==> config.mk <==
export PLATFORM = sky130hd
export DESIGN_NAME = aes_core_rr_arbiter
export DESIGN_NICKNAME = d
export VERILOG_FILES = /design/src/rtl/aes_core_rr_arbiter.sv
export SDC_FILE = /design/constraint.sdc
export NUM_CORES = 1
export LEC_CHECK = 0
export ABC_AREA = 1
export BUFFER_PORTS_ARGS = -buffer_cell sky130_fd_sc_hd__buf_2
export CAP_MARGIN = 20
export CORE_AREA = 2 2 400 402
export CTS_CLUSTER_SIZE = 28
export DETAILED_ROUTE_END_ITERATION = 12
export DIE_AREA = 0 0 402 404
export GPL_TIMING_DRIVEN = 0
export SLEW_MARGIN = 20
export SYNTH_ARGS = -nofsm -noshare
export SYNTH_HDL_FRONTEND = slang
export SYNTH_SLANG_ARGS = --single-unit
export TNS_END_PERCENT = 20
==> constraint.sdc <==
create_clock -name clk -period 1.6 [get_ports clk]
set_clock_uncertainty 0.2 [all_clocks]
set_input_delay 0.16 -clock clk [delete_from_list [all_inputs] [get_ports clk]]
set_output_delay 0.16 -clock clk [all_outputs]
set_load 0.02 [all_outputs]
==> src/rtl/aes_core_rr_arbiter.sv <==
// Round-robin sequencer sharing one serial AES-128 core among NUM_REQ requesters.
// Optional watchdog: define AES_ARB_TIMEOUT_EN to abort a hung core after TIMEOUT_CYCLES.
module aes_core_rr_arbiter #(
   parameter int unsigned NUM_REQ        = 2,
   parameter int unsigned TIMEOUT_CYCLES = 1024
) (
   input  logic                   clk,
   input  logic                   rst,
   input  logic [NUM_REQ-1:0]     req_valid,
   output logic [NUM_REQ-1:0]     req_ready,
   input  logic [NUM_REQ-1:0]     req_enc_dec,
   input  logic [NUM_REQ*128-1:0] req_data,
   input  logic [NUM_REQ*128-1:0] req_key,
   output logic [NUM_REQ-1:0]     resp_valid,
   input  logic [NUM_REQ-1:0]     resp_ready,
   output logic [127:0]           resp_data,
   output logic                   resp_err,
   output logic                   core_start,
   output logic                   core_enc_dec,
   output logic [127:0]           core_data_in,
   output logic [127:0]           core_key_in,
   input  logic [127:0]           core_data_out,
   input  logic                   core_ready,
   output logic                   busy
);

   localparam int unsigned PTR_W = (NUM_REQ > 1) ? $clog2(NUM_REQ) : 1;

   typedef enum logic [2:0] {IDLE, ISSUE, WAIT_BUSY, WAIT_DONE, RESP} state_t;

   state_t           state;
   logic [PTR_W-1:0] rr_ptr;
   logic [PTR_W-1:0] owner;
   logic [PTR_W-1:0] winner;
   logic [PTR_W-1:0] scan_idx;
   logic             grant_any;
   logic             grant;

   // First valid requester scanning upward from rr_ptr, wrapping at NUM_REQ.
   always_comb begin
      grant_any = 1'b0;
      winner    = '0;
      scan_idx  = '0;
      for (int unsigned k = 0; k < NUM_REQ; k++) begin
         scan_idx = PTR_W'((32'(rr_ptr) + k) % NUM_REQ);
         if (!grant_any && req_valid[scan_idx]) begin
            grant_any = 1'b1;
            winner    = scan_idx;
         end
      end
   end

   assign grant     = (state == IDLE) && core_ready && grant_any && !rst;
   assign req_ready = grant ? (NUM_REQ'(1) << winner) : '0;
   assign busy      = (state != IDLE);

`ifdef AES_ARB_TIMEOUT_EN
   localparam int unsigned CNT_W = $clog2(TIMEOUT_CYCLES + 1);
   logic [CNT_W-1:0] tmo_cnt;
`else
   assign resp_err = 1'b0;
`endif

   always_ff @(posedge clk) begin
      if (rst) begin
         state        <= IDLE;
         rr_ptr       <= '0;
         owner        <= '0;
         core_start   <= 1'b0;
         core_enc_dec <= 1'b0;
         core_data_in <= '0;
         core_key_in  <= '0;
         resp_valid   <= '0;
         resp_data    <= '0;
`ifdef AES_ARB_TIMEOUT_EN
         resp_err     <= 1'b0;
         tmo_cnt      <= '0;
`endif
      end else begin
         core_start <= 1'b0;
         unique case (state)
            IDLE: begin
               if (grant) begin
                  core_data_in <= req_data[32'(winner)*128 +: 128];
                  core_key_in  <= req_key[32'(winner)*128 +: 128];
                  core_enc_dec <= req_enc_dec[winner];
                  owner        <= winner;
                  rr_ptr       <= (winner == PTR_W'(NUM_REQ - 1)) ? '0 : winner + 1'b1;
                  core_start   <= 1'b1;
                  state        <= ISSUE;
               end
            end
            ISSUE: state <= WAIT_BUSY;
            WAIT_BUSY: begin
               if (!core_ready)
                  state <= WAIT_DONE;
            end
            WAIT_DONE: begin
               if (core_ready) begin
                  resp_data  <= core_data_out;
                  resp_valid <= NUM_REQ'(1) << owner;
`ifdef AES_ARB_TIMEOUT_EN
                  resp_err   <= 1'b0;
`endif
                  state      <= RESP;
               end
            end
            RESP: begin
               if (resp_ready[owner]) begin
                  resp_valid <= '0;
                  state      <= IDLE;
               end
            end
            default: state <= IDLE;
         endcase
`ifdef AES_ARB_TIMEOUT_EN
         // Placed after the case so an expiring watchdog overrides the normal wait-state update.
         if (state == ISSUE) begin
            tmo_cnt <= '0;
         end else if (state == WAIT_BUSY || state == WAIT_DONE) begin
            tmo_cnt <= tmo_cnt + 1'b1;
            if (tmo_cnt == CNT_W'(TIMEOUT_CYCLES - 1)) begin
               resp_data  <= '0;
               resp_err   <= 1'b1;
               resp_valid <= NUM_REQ'(1) << owner;
               state      <= RESP;
            end
         end
`endif
      end
   end

endmodule

==> results of run 1 <==
## registers in the layout (all words and copies together) (netlist names)
signal,count
core_data_in,128
core_key_in,128
resp_data,128
state,3
resp_valid,2
core_enc_dec,1
core_start,1
owner,1
rr_ptr,1
## critical path, stage by stage, from the launching register on
cell       delay, ps
dfxtp_2          340
nor2_4           110
nand2_2           70
inv_2             90
nand2_8           60
buf_12           140
buf_8            140
clkinv_16         80
buf_16           140
buf_12           120
bufbuf_16        270
nand2_1           80
a21oi_2          150
## per-stage QoR
stage          TNS, ps  power [W]
2_1_floorplan        0     0.0155
3_3_place_gp   -604940     0.0198
3_5_place_dp   -610780     0.0198
4_1_cts        -139400     0.0367
5_1_grt        -150630     0.0386
6_report       -119820     0.0372
## placed cells by master, fill, tap and decap left out, types with 3 or more instances in the layout
master	count
dlygate4sd3_1	642
inv_1	5
clkbuf_2	14
nand3_1	256
clkinvlp_4	3
buf_16	21
dfxtp_1	389
buf_2	1078
nand2_1	916
clkbuf_1	62
nand3_2	3
bufinv_16	11
inv_2	4
inv_6	5
buf_1	5
diode_2	26
o21ai_1	8
clkinv_2	5
nand2_4	22
nor2_2	27
buf_8	35
a21oi_2	95
dfxtp_2	3
nand2_2	94
clkbuf_16	70
a21oi_1	167
buf_6	25
clkbuf_8	11
buf_4	46
nor2_4	9
nand2_8	12
buf_12	42
nor2_1	236
o21ai_0	120
clkbuf_4	8
## Yosys cell counts
cell type / instances / share of area (%)
nand2_1: 1043 / 23
dfxtp_1: 393 / 46
nor2_1: 270 / 5.9
a21oi_1: 263 / 7.6
nand3_1: 261 / 7.6
o21ai_0: 129 / 3.7
buf_2: 90 / 2.6
clkbuf_1: 85 / 1.9
buf_6: 22 / 1.4
buf_1: 13 / 0.28
inv_1: 9 / 0.20
buf_4: 3 / 0.13
inv_2: 2 / 0.044
nor2_2: 2 / 0.073
a211oi_1: 1 / 0.044
clkinv_2: 1 / 0.029
conb_1: 1 / 0.022
nand2_4: 1 / 0.065
## kinds of logic (layout without fill, tap and decap cells)
| logic type | count (synthesis) | count (layout) |
|---|---|---|
| AND/OR/NAND/NOR | 1577 | 1577 |
| AO/OA/AOI/OAI | 393 | 393 |
| flip-flops | 393 | 393 |
| buffers and inverters | 225 | 2101 |
| other | 1 | 27 |
## path summary, 6_finish.rpt
path	from	end	slack (ps)	cells after the start
hold / removal	rst	resp_data[69]	-10	5
setup / recovery	state[2]	core_data_in[81]	-530	12
setup reg to reg	state[2]	core_data_in[81]	-530	12
hold reg to reg	core_data_in[71]	core_data_in[71]	260	2
## report_power, final
part / internal, W / switching (W)
clock: 0.00822 / 0.00523
sequential: 0.0107 / 0.000562
combinational: 0.00529 / 0.00722
## cell type report
cell class | count | area share [%]
repair buffers | 1784 | 36.2
multi-input cells | 1971 | 25.2
flip-flops and latches | 393 | 21.2
well taps | 2072 | 6.97
plain buffers | 209 | 4.93
clock buffers | 68 | 3.90
clock inverters | 28 | 1.32
inverters | 12 | 0.212
diodes | 26 | 0.175
## metal layers
layer	share of wire [%]	vias to the layer above	wire length (µm)	track usage [%]
met2	47	1595	73300	30.4
met1	38	12600	58200	20.4
li1	-	12000	-	-
met5	0.10	-	156	0
met4	4.7	28	7300	7.08
met3	10	425	16100	6.09
## timing repair
| item | 4_1_cts | 5_1_grt |
|---|---|---|
| hold buffers | 641 | 1 |
| buffers inserted | 51 | 19 |
| gates cloned | 26 | 14 |
| hold endpoints to repair | 392 | 1 |
| setup endpoints to repair | 529 | 537 |
| resized for setup | 406 | 254 |
| pin swaps | 66 | 19 |
==> impl_metrics.env, run 1 <==
export IMPL_slew_headroom_pct=34.1
export IMPL_grt_pass1_wl_um=203000
export IMPL_wire_per_inst_um=23.6
export IMPL_violations="negative hold slack, negative setup slack"
export IMPL_synth_compound_area_share_pct=11.4
export IMPL_ys_seq_area_share_pct=45.7
export IMPL_grt_max_degree=15
export IMPL_ios=1041
export IMPL_period_minus_slack_ps=2130
export IMPL_final_max_slew_violation_count=0
export IMPL_p_leak_nw=17.4
export IMPL_area_delta_synth_final_pct=116
export IMPL_io_buffers=1038
export IMPL_wirelength_um=155000
export IMPL_numCtsBuffers=51
export IMPL_cp_data_required_time_ps=1970
export IMPL_layout_cells_non_filler=6563
export IMPL_die_h_um=404
export IMPL_multi_input_area_um2=9360
export IMPL_first_global_vias=26100
export IMPL_utilization_pct=23.6
export IMPL_grtUsageTotal_pct=17.8
export IMPL_rows=146
export IMPL_synth_xor_area_share_pct=0
export IMPL_fin_area_um2=37200
export IMPL_grt_ovfl_total=0
export IMPL_setup_viol=414
export IMPL_final_net_count=5071
export IMPL_pre_cts_slack_ps=-2190
export IMPL_worst_setup_path_start_kind="flip-flop"
export IMPL_tightest_slew_ps=988
export IMPL_cts_tree="built"
export IMPL_antenna_found_initial=50
export IMPL_synth_simple_area_share_pct=36.3
export IMPL_critPathArrivalTime_ps=2490
export IMPL_avgSynthCellArea_um2=6.66
export IMPL_path_class="reg -> reg"
export IMPL_yosysUniqueCellTypes=18
export IMPL_h_tree_depth=2
export IMPL_fin_ws_ps=-527
export IMPL_cts_root_buf="clkbuf_16"
export IMPL_fin_crit_sh_pct=133
export IMPL_first_pass_iters=5
export IMPL_regArea_um2=7880
export IMPL_drc_errors=0
export IMPL_fin_hold_ws_ps=-10.1
export IMPL_clkTransAtPathRegs_ps=60
export IMPL_dpl_cell_count=5699
export IMPL_fillers=17400
export IMPL_status="finished, violations left"
export IMPL_place_detailed_hpwl_um=121000
export IMPL_cp_end_kind="flip-flop"
export IMPL_synth_top_family_by_area="simple AND/OR/NAND/NOR gates"
export IMPL_core_area_um2=158000
export IMPL_dieArea_um2=162000
export IMPL_ys_ff_latch=393
export IMPL_synthAdderAreaFrac_pct=0
export IMPL_place_area_um2=25000
export IMPL_netlist_area_um2=17200
export IMPL_max_clock_path_buffers=3
export IMPL_initial_core_util_pct=10.9
export IMPL_maxCapViolations=0
export IMPL_vias=26700
export IMPL_ir_drop_uv=1000
export IMPL_synth_fp_nets=3238
export IMPL_min_path_type="in -> reg"
export IMPL_hold_violations=3
export IMPL_muxShareOfSynthArea_pct=0
export IMPL_synthCells=2589
export IMPL_rsz0062_at_grt="true"
export IMPL_clock_latency_ps=650
export IMPL_via_per_inst=4.07
export IMPL_final_antenna_net_count=0
export IMPL_clock_sinks=393
export IMPL_fp_dieW_um=402
export IMPL_critPathMaxFanout=8
export IMPL_clock_fmax_ghz=0.470
export IMPL_drt_iter0_markers=2374
export IMPL_final_layout_size_suffix_gt1_share_pct=37.1
export IMPL_power_density_nw_per_um2=1000
export IMPL_gp_congestion=1.01
export IMPL_synth_yosys_warnings=0
Power figures use the tool's default switching activity.
==> inputs of run 2 (changes only) <==
- ABC_AREA: 1 -> not set
- CORE_AREA: 2 2 400 402 -> 2 2 408 410
- DIE_AREA: 0 0 402 404 -> 0 0 410 412
- GPL_TIMING_DRIVEN: 0 -> not set
- TNS_END_PERCENT: 20 -> 30
==> run 2 against run 1 <==
Net effect:
- the run ends with negative setup slack left
- final cell count fell by 5.9%
- setup slack gained 99 ps
- critical path depth down 6
- synthesized area decreased by 1.7%
- sequential share of layout area fell by 0.87 points
- synthesized cell count shrank 18%
- power down 3.4%
- sequential power is essentially flat
- maximum frequency grew 4.9%
- routed wire length is 0.42% lower
- sequential cell count stayed put
==> impl_metrics.env, run 2 <==
export IMPL_antenna_found_initial=35
export IMPL_via_per_inst=4.38
export IMPL_clkTransAtPathRegs_ps=60
export IMPL_synth_fp_nets=2760
export IMPL_ys_flop_type="dfxtp_1"
export IMPL_yosys_area_top_type="dfxtp_1"
export IMPL_synth_yosys_warnings=0
export IMPL_worst_setup_path_start_kind="input pin"
export IMPL_grt_pass1_wl_um=203000
export IMPL_path_delay_family="buffers and inverters"
export IMPL_clock_sinks=393
export IMPL_gp_congestion=0.919
export IMPL_dieArea_um2=169000
export IMPL_cp_data_required_time_ps=1240
export IMPL_yosys_top_cells_area="dfxtp_1, a311oi_1, a21oi_1, nand3_1, o21ai_0"
export IMPL_io_buffers=1039
export IMPL_layout_commonest_cell="buf_2"
export IMPL_min_path_type="in -> reg"
export IMPL_ys_seq_area_share_pct=46.5
export IMPL_avgSynthCellArea_um2=8.02
export IMPL_worstPathCellList="buf_8 -> dlygate4sd3_1 -> nor2_4 -> nand3_4 -> nor3_4 -> buf_6"
export IMPL_slew_headroom_pct=50.3
export IMPL_r2r_end="core_data_in[107]"
export IMPL_utilization_pct=23.6
export IMPL_status="finished, violations left"
export IMPL_cp_end_kind="output port"
export IMPL_cts_root_buf="clkbuf_16"
export IMPL_netlist_area_um2=16900
export IMPL_synthCells=2111
export IMPL_rows=149
export IMPL_grt_max_degree=66
export IMPL_hold_violations=0
export IMPL_cp_slowest_cell="dlygate4sd3_1"
export IMPL_tightest_slew_ps=743
export IMPL_yosysMostFrequentCell="dfxtp_1"
export IMPL_die_h_um=412
export IMPL_grt_ovfl_total=0
export IMPL_synthArstFlopShare_pct=0
export IMPL_ios=1041
export IMPL_r2r_slack_ps=-400
export IMPL_yosysUniqueCellTypes=30
export IMPL_cp_buffers_inverters=3
export IMPL_ys_ff_latch=393
export IMPL_max_clock_path_buffers=3
export IMPL_wirelength_um=154000
export IMPL_final_antenna_net_count=0
export IMPL_grtUsageTotal_pct=16.8
export IMPL_critPathLaunch="rst"
export IMPL_ys_top_cells_by_count="dfxtp_1, a21oi_1, nand3_1, o21ai_0"
export IMPL_critPathArrivalTime_ps=1670
export IMPL_clock_fmax_ghz=0.493
export IMPL_reg2reg_depth=9
export IMPL_drt_iter0_markers=2453
export IMPL_critPathMaxFanout=8
export IMPL_path_class="in -> out"
export IMPL_fillers=17500
export IMPL_largest_registers="core_data_in: 128 flops, core_key_in: 128 flops, resp_data: 128 flops"
export IMPL_period_minus_slack_ps=2030
export IMPL_crit_end="req_ready[1]"
export IMPL_wire_per_inst_um=25.0
export IMPL_p_leak_nw=15.9
export IMPL_violations="negative setup slack"
export IMPL_pre_cts_slack_ps=-476
export IMPL_initial_core_util_pct=10.3
export IMPL_path_depth=6
export IMPL_first_pass_iters=6
export IMPL_core_area_um2=164000
export IMPL_numCtsBuffers=50
export IMPL_fin_crit_sh_pct=127
export IMPL_clock_latency_ps=640
export IMPL_maxCapViolations=0
export IMPL_synth_top_area_share_pct=46.5
export IMPL_cts_tree="built"
export IMPL_vias=27100
export IMPL_final_max_slew_violation_count=0
export IMPL_first_global_vias=26600
export IMPL_power_density_nw_per_um2=927
export IMPL_final_layout_size_suffix_gt1_share_pct=43.2
export IMPL_rsz0062_at_grt="true"
export IMPL_fp_dieW_um=410
export IMPL_area_delta_synth_final_pct=129
export IMPL_drc_errors=0
export IMPL_ir_drop_uv=764
export IMPL_layout_common_cells="buf_2, dlygate4sd3_1, dfxtp_1, nand2_1, a21oi_1"
export IMPL_h_tree_depth=2
export IMPL_setup_viol=462
export IMPL_final_net_count=4573
export IMPL_synth_edf_count=0
export IMPL_place_detailed_hpwl_um=103000
export IMPL_fin_ws_ps=-429
export IMPL_critical_path_max_stage_delay_ps=780
export IMPL_rr_startpoint="state[1]"
[run 2: worst min path at each step]
stage | cells past startpoint | end | from | slack, ps
final | 5 | core_data_in[125] | core_ready | 10
after detailed placement | 2 | state[2] | rst | 190
after floorplan | 2 | resp_data[0] | core_data_out[0] | 100
after CTS | 6 | owner | req_valid[0] | -60
after global placement | 2 | state[2] | rst | 190
after global routing | 6 | owner | req_valid[0] | -20
[run 2: kinds of logic after synthesis]
kind of cell	count (synthesis)	synth area share, %
flip-flops	393	46.5
multiplexers	1	0.0591
buffers and inverters	275	6.79
AND/OR/NAND/NOR	532	14.0
AO/OA/AOI/OAI	909	32.7
other	1	0.0221
[run 2: where the power goes]
part           internal, W  switching, W
clock              0.00763       0.00541
combinational      0.00557       0.00629
sequential          0.0105      0.000555
total               0.0237        0.0123
[run 2: worst register-to-register path: stages, from the launching register on]
cell,delay (ps)
dfxtp_4,360
nor3_4,230
inv_2,90
nor2_4,150
buf_12,130
buf_16,160
buf_8,200
buf_12,110
buf_16,140
a311oi_2,100
[run 2: routing by layer]
metal / vias to the layer above / wire length (µm) / track usage (%)
li1: 11600 / - / -
met1: 13100 / 58700 / 19.9
met2: 1859 / 73200 / 28.2
met3: 521 / 13800 / 4.60
met4: 14 / 8450 / 7.43
met5: - / 143 / 0.254
[run 2: area by class of cell]
cell class | count | area, µm² | area share, %
Timing Repair Buffer | 2032 | 17200 | 44.2
Multi-Input combinational cell | 1443 | 9120 | 23.5
Sequential cell | 393 | 7880 | 20.3
Tap cell | 2189 | 2740 | 7.06
Clock buffer | 57 | 1320 | 3.39
Clock inverter | 35 | 531 | 1.37
Antenna cell | 21 | 52.6 | 0.135
Inverter | 4 | 22.5 | 0.0580
[run 2: metrics by stage]
step | area, µm² | hold slack, ps | setup TNS, ps | total power [W] | std cells
after global placement | 25900 | 193 | -63390 | 0.0183 | 5263
after detailed placement | 25900 | 191 | -73980 | 0.0183 | 5263
final | 38800 | 12.0 | -88980 | 0.0360 | 6174
after floorplan | 17000 | 96.0 | -13710 | 0.0144 | 2111
after CTS | 37900 | -63.7 | -102940 | 0.0357 | 6135
after global routing | 38800 | -18.6 | -132760 | 0.0372 | 6162
[run 2: what timing repair did]
item | CTS | global route
hold endpoints to repair | 393 | 4
gates cloned | 53 | 15
gates resized for setup | 383 | 172
setup endpoints to repair | 570 | 592
buffers inserted | 81 | 29
hold buffers | 650 | 2
pin swaps | 166 | 88
